$ cat config.mk
export PLATFORM = sky130hd
export DESIGN_NAME = work_loader
export DESIGN_NICKNAME = d
export VERILOG_FILES = /design/src/rtl/fpgaminer_pkg.sv /design/src/rtl/work_loader.sv
export SDC_FILE = /design/constraint.sdc
export NUM_CORES = 2
export LEC_CHECK = 0
export ABC_AREA = 1
export CAP_MARGIN = 20
export CORE_ASPECT_RATIO = 1.2
export CORE_UTILIZATION = 60
export CTS_BUF_LIST = sky130_fd_sc_hd__clkbuf_4 sky130_fd_sc_hd__clkbuf_8
export DETAILED_ROUTE_END_ITERATION = 16
export PLACE_DENSITY_LB_ADDON = 0.1
export SYNTH_ARGS = -nofsm -noshare
export SYNTH_HDL_FRONTEND = slang
export SYNTH_SLANG_ARGS = --single-unit
$ cat constraint.sdc
create_clock -name hash_clk -period 52.3 [get_ports hash_clk]
set_clock_uncertainty 0.2 [all_clocks]
set_input_delay 5.23 -clock hash_clk [delete_from_list [all_inputs] [get_ports hash_clk]]
set_output_delay 5.23 -clock hash_clk [all_outputs]
set_load 0.02 [all_outputs]
$ cat src/rtl/fpgaminer_pkg.sv
// fpgaminer_pkg: shared widths, payload lengths and loader state encoding.
package fpgaminer_pkg;
  localparam int MIDSTATE_W = 256;
  localparam int WORK_W = 96;
  localparam int NONCE_W = 32;
  localparam int PAYLOAD_LEN = 52;
  localparam int PAYLOAD_LEN_CK = 53;
  localparam logic [7:0] SYNC_DEFAULT = 8'hA5;
  typedef enum logic [1:0] {HUNT, PAYLOAD, COMMIT} state_t;
endpackage

$ cat src/rtl/work_loader.sv
// work_loader: assembles sync-framed job bytes into midstate/work/nonce-range registers.
// Define WORK_LOADER_CHECKSUM_EN to require a trailing XOR checksum byte.
module work_loader import fpgaminer_pkg::*; #(
  parameter logic [31:0] TIMEOUT_CYCLES = 32'd1000000,
  parameter logic [7:0] SYNC_BYTE = SYNC_DEFAULT
) (
  input  logic hash_clk,
  input  logic reset,
  input  logic [7:0] in_data,
  input  logic in_valid,
  output logic in_ready,
  output logic [MIDSTATE_W-1:0] midstate,
  output logic [WORK_W-1:0] work_data,
  output logic [NONCE_W-1:0] nonce_min,
  output logic [NONCE_W-1:0] nonce_max,
  output logic miner_reset,
  output logic [7:0] frame_err_cnt
);
`ifdef WORK_LOADER_CHECKSUM_EN
  localparam int LEN = PAYLOAD_LEN_CK;
`else
  localparam int LEN = PAYLOAD_LEN;
`endif
  state_t state;
  logic [5:0] idx;
  logic [31:0] idle;
  logic [415:0] frame_q;
  logic [7:0] xsum;
  logic accept, last, ok, timeout;
  logic [415:0] frame_next;
  logic [7:0] err_next;
  assign in_ready = state != COMMIT;
  assign accept = in_valid && in_ready;
  assign last = idx == 6'(LEN - 1);
  assign frame_next = {frame_q[407:0], in_data};
  assign timeout = TIMEOUT_CYCLES != 0 && idle + 1 == TIMEOUT_CYCLES;
  assign err_next = frame_err_cnt + {7'd0, frame_err_cnt != 8'hFF};
`ifdef WORK_LOADER_CHECKSUM_EN
  // the checksum byte is not shifted, so the frame is already complete
  assign ok = frame_q[63:32] <= frame_q[31:0] && in_data == xsum;
`else
  assign ok = frame_next[63:32] <= frame_next[31:0];
`endif
  always_ff @(posedge hash_clk or posedge reset) begin
    if (reset) begin
      state <= HUNT;
      idx <= '0;
      idle <= '0;
      frame_q <= '0;
      xsum <= '0;
      midstate <= '0;
      work_data <= '0;
      nonce_min <= '0;
      nonce_max <= '0;
      miner_reset <= 1'b0;
      frame_err_cnt <= '0;
    end else begin
      miner_reset <= state == COMMIT;
      case (state)
        HUNT:
          if (accept && in_data == SYNC_BYTE) begin
            state <= PAYLOAD;
            idx <= '0;
            idle <= '0;
            xsum <= '0;
          end
        PAYLOAD:
          if (accept) begin
            idle <= '0;
            idx <= idx + 6'd1;
            if (idx < 6'(PAYLOAD_LEN)) begin
              frame_q <= frame_next;
              xsum <= xsum ^ in_data;
            end
            if (last) begin
              state <= ok ? COMMIT : HUNT;
              if (!ok) frame_err_cnt <= err_next;
            end
          end else if (timeout) begin
            state <= HUNT;
            frame_err_cnt <= err_next;
          end else
            idle <= idle + 32'd1;
        COMMIT: begin
          state <= HUNT;
          midstate <= frame_q[415:160];
          work_data <= frame_q[159:64];
          nonce_min <= frame_q[63:32];
          nonce_max <= frame_q[31:0];
        end
        default: state <= HUNT;
      endcase
    end
  end
endmodule
; ---- Word-level counts from Yosys, hierarchy flattened
; Index checks and enable logic that the tools add are counted.
[totals]
input_bits = 11
latch_bits = 0
romBits = 0
ram_bits = 0
output_inout_bits = 426
elab_cells = 56
memories = 0
regBits = 881
[classes]
n_addsub = 3
multipliers = 0
shifts = 0
div = 0
bitwise = 0
n_eq_ne = 14
mux = 17
magnitude_cmp = 2
reduce_logical = 10
[op_table]
columns = cell, count
row1 = 32-bit 2-to-1 mux, 3
row2 = 32-bit one-hot mux with 2 select lines, 1
row3 = "32-bit by 1-bit adder with 32-bit output, second input constant", 1
row4 = "32-bit by 20-bit equality test with 1-bit output, second input constant", 1
row5 = 32-bit less-or-equal comparator, 1
row6 = 8-bit 2-to-1 mux, 4
row7 = 6-bit 2-to-1 mux, 2
row8 = 6-bit one-hot mux with 2 select lines, 1
row9 = 3-bit AND reduction, 4
row10 = 2-bit 2-to-1 mux, 5
row11 = "3-bit != test, second input constant", 3
row12 = 8-bit by 1-bit adder with 8-bit output, 1
row13 = "8-bit equality test, second input constant", 1
row14 = "2-bit != test, second input constant", 4
row15 = "8-bit != test, second input constant", 1
row16 = "6-bit by 1-bit adder with 6-bit output, second input constant", 1
row17 = "6-bit equality test, second input constant", 1
row18 = "6-bit < comparator, second input constant", 1
row19 = 2-bit one-hot mux with 2 select lines, 1
row20 = 4-bit AND reduction, 1
row21 = 2-bit nonzero test, 2
row22 = "2-bit by 1-bit equality test with 1-bit output, second input constant", 1
row23 = "2-bit equality test, second input constant", 1
row24 = 1-bit logical AND, 2
row25 = 2 further kinds, 2

; ---- Depth between registers and ports, before layout
[logic_depth]
ltp_word = 5
ltp_mapped = 17
mapped_depth_nobuf = 17

; ---- Worst setup path after synthesis
; Ideal clock, no wire load.
[synth_path]
path_type = input to register
from = input port in_data[1]
to = register frame_err_cnt[1]
path_stages = 17
path_slack_ps = 45161
setup_ps = 118
n_path_buf = 0
arrival_time_ps = 6822
required_time_ps = 51982
cell_sequence = inv_1 -> ha_1 -> inv_1 -> o21bai_1 -> nand2_1 -> nand2_1 -> nand2_1 -> nand2_1 -> nand2_1 -> nand2_1 -> nand2_1 -> nand2_1 -> nand2_1 -> o21ai_1 -> nand3_2 -> nand2_1 -> nand2_1
[synth_between]
elab_chain_cells = 3
[synth_lines]
columns = element, line
row1 = start: declaration, work_loader.sv:9  ; input logic [7:0] in_data,
row2 = 32-bit less-or-equal comparator, work_loader.sv:42  ; assign ok = frame_next[63:32] <= frame_next[31:0];
row3 = 2-bit != test (no line), -
row4 = 4-bit AND reduction (no line), -
row5 = end signal: assignment, work_loader.sv:77  ; if (!ok) frame_err_cnt <= err_next;
row6 = end signal: assignment, work_loader.sv:81  ; frame_err_cnt <= err_next;
row7 = end: declaration, work_loader.sv:17  ; output logic [7:0] frame_err_cnt
; No other way between the ends.
; A chain may end at the register's enable or synchronous reset.

; ---- Worst setup path in the final report
[layout_path]
from = register state[1]
to = output port in_ready
[layout_between]
elab_chain_cells = 1
[layout_lines]
columns = element, line
row1 = start: declaration, work_loader.sv:24  ; state_t state;
row2 = start signal: assignment, work_loader.sv:76  ; state <= ok ? COMMIT : HUNT;
row3 = 2-bit != test, work_loader.sv:32  ; assign in_ready = state != COMMIT;
row4 = end: declaration, work_loader.sv:11  ; output logic in_ready,
; No other way between the ends.

==> metrics.txt <==
Logic pwr share=4.3%; Syn Inst Count=3,747; Sw Ratio=a little under a quarter; crit path time final=8.27 ns; dominant synthesized flop cell=dfrtp_1; Synthesis Warnings=0; Post-Synthesis Mean Instance Area=9.26 um^2; Seq/Total Area, Yosys=between 60% and 70%; startpoint class of the critical path=flop; Final period util=between 15 and 20%; Max stage delay on crit path=0.74 ns; max_slew headroom=23.9%; number of I/O port buffers=436; DRC=0; post-DP HPWL=approximately 56,000 um; CTS tree=yes; final hold vios=0; type of element capturing the critical path=output port; CP Buf/Inv Count=4; PD cells=31.5 nW/um^2; drt via density=a little over 5; setup TNS=0 ns; CTS Hold Bufs=0; Async SR Flop Fraction=100%; H-Tree Depth=4; outcome=finished, final reports clean; Post-CTS Setup Bufs=0; initial core utilization=60.7%; Slew Limit Fails=0; sequential share of power=52.3%; cell row count=96; Clock Power Share=between 40% and 50%; final wirelength=approximately 82,000 um; PostCTS Resize Cnt=0; WL/cell=16.6 um; Leakage Power=18.7 nW; CP Cell Sequence=inv_1, nor2_1, buf_4, inv_8, clkdlybuf4s50_1; Initial DRC Count=around 1,900; clk sinks=881; pin count of the biggest net entering global routing=303; Tightest Hold Check Type=reg -> reg; First-pass DRT Iterations=6; final worst slack=44.03 ns; CP arrival=2.84 ns; total power=0.00133 W; final antenna-violating net count=0; clk_lat worst skew=approximately 0.76 ns; Netlist Area Pre-Place=roughly 35,000 um^2; Synth Register Bits=881; Max clock buf depth=3; overall routing resource usage=28.6%; Die H=265 um; first-pass GRT wire length=about 130,000 um; fmax=0.121 GHz; CP delay by family, top=buffers and inverters; dpl ws=43.02 ns; synthesis-to-finish area growth=21.9%; initial antenna violation count=1; RSZ-0062 raised after global routing=no; Synth Net Count=approximately 3,800; Core Region=57,200 um^2; Slew @ Worst Pin=1.14 ns; routed vias=approximately 26,000; MaxCap Viol Count=0; commonest non-fill, non-tap cell in the layout=nand2_1; clk slew on worst S/H paths=0.06 ns; share of layout cells above drive strength 1=around 6.9%; Netlist cell types=31; # setup viols final=0; CP required=46.87 ns; Slowest cell on crit path=clkdlybuf4s50_1; grt ovf=0; GP Congestion=0.904; final layout net count=4,199; Net Sw Power=0.000305 W; Post-synth EDFFs=0; Final Util=74.0%; worst-path maximum fanout=153; commonest non-fill, non-tap cells in the layout=nand2_1 (1,076), dfrtp_1 (881), o21ai_0 (835); WHS=between 0.2 and 0.3 ns; internal power component=0.00103 W; total CTS buffers=~140; I/O pin count=437; Die ar.=58,800 um^2; CP Class=reg -> out; Chip Width=222 um; VDD IR-drop max=0.0229 mV; CTS Root Cell=clkbuf_8; vias in the first global route=24,953
through the flow:
| step | std cells | area, um^2 |
|---|---|---|
| after floorplan | 3747 | 34700 |
| after global placement | 4745 | 39500 |
| after detailed placement | 4745 | 39500 |
| after CTS | 4970 | 42200 |
| after global routing | 4974 | 42300 |
| final | 4974 | 42300 |
final timing paths:
path                       startpoint             to  slack, ns  cells past startpoint
max in group asynchronous       reset   frame_q[176]      44.63                      4
max reg2reg                  state[1]   midstate[15]      48.04                      8
min reg2reg                    idx[5]         idx[5]       0.27                      1
min                            idx[5]         idx[5]       0.27                      1
min in group asynchronous       reset  midstate[167]       4.89                      2
max                          state[1]       in_ready      44.03                      5
metal layers:
metal | GRT usage (%) | vias to the layer above | routed length (um)
met2 | 45.2 | 626 | 39000
met4 | 11.0 | 0 | 2440
met3 | 8.51 | 139 | 5890
met1 | 37.6 | 12229 | 35100
li1 | - | 12617 | -
met5 | 0 | - | 0
kinds of logic after synthesis:
logic type / share of synthesized area (%)
compound gates: 12.5
buf+inv: 7.32
flops: 63.5
fa+ha+maj: 1.33
xor+xnor: 0.278
simple gates: 15.0
power by group through the flow:
stage / Combinational, W / Clock [W] / Sequential, W
5_1_grt: 0.0000672 / 0.000619 / 0.000697
6_report: 0.0000579 / 0.000578 / 0.000697
3_5_place_dp: 0.0000579 / 0 / 0.000709
2_1_floorplan: 0.0000415 / 0 / 0.000709
3_3_place_gp: 0.0000566 / 0 / 0.000708
4_1_cts: 0.0000582 / 0.000591 / 0.000697
synth_stat cells, types with 4 or more instances:
master	count	area, um^2
a21oi_1	22	110
clkbuf_1	186	698
dfrtp_1	881	22000
ha_1	37	463
inv_1	471	1770
nand2_1	1076	4040
nand2_2	9	56.3
nand3_1	54	270
nand3_2	14	140
nand3b_1	11	82.6
nand4_1	20	125
nor2_1	78	293
nor2_2	8	50.1
nor2_4	6	67.6
nor3_1	4	20.0
o21ai_0	835	4180
xnor2_1	7	61.3
xor2_1	4	35.0
final cells by class:
cell class	count	area [um^2]
Clock inverter	13	114
Clock buffer	212	2640
Multi-Input combinational cell	2201	10100
Inverter	472	1790
Sequential cell	881	22000
Timing Repair Buffer	459	4660
Fill cell	4222	14900
Tap cell	735	920
Antenna cell	1	2.50
flip-flops by register name, summed over array words and instances (netlist names):
signal,count
idx,6
nonce_min,32
midstate,256
nonce_max,32
state,2
work_data,96
miner_reset,1
idle,32
frame_err_cnt,8
frame_q,416
Power figures use the tool's default switching activity.
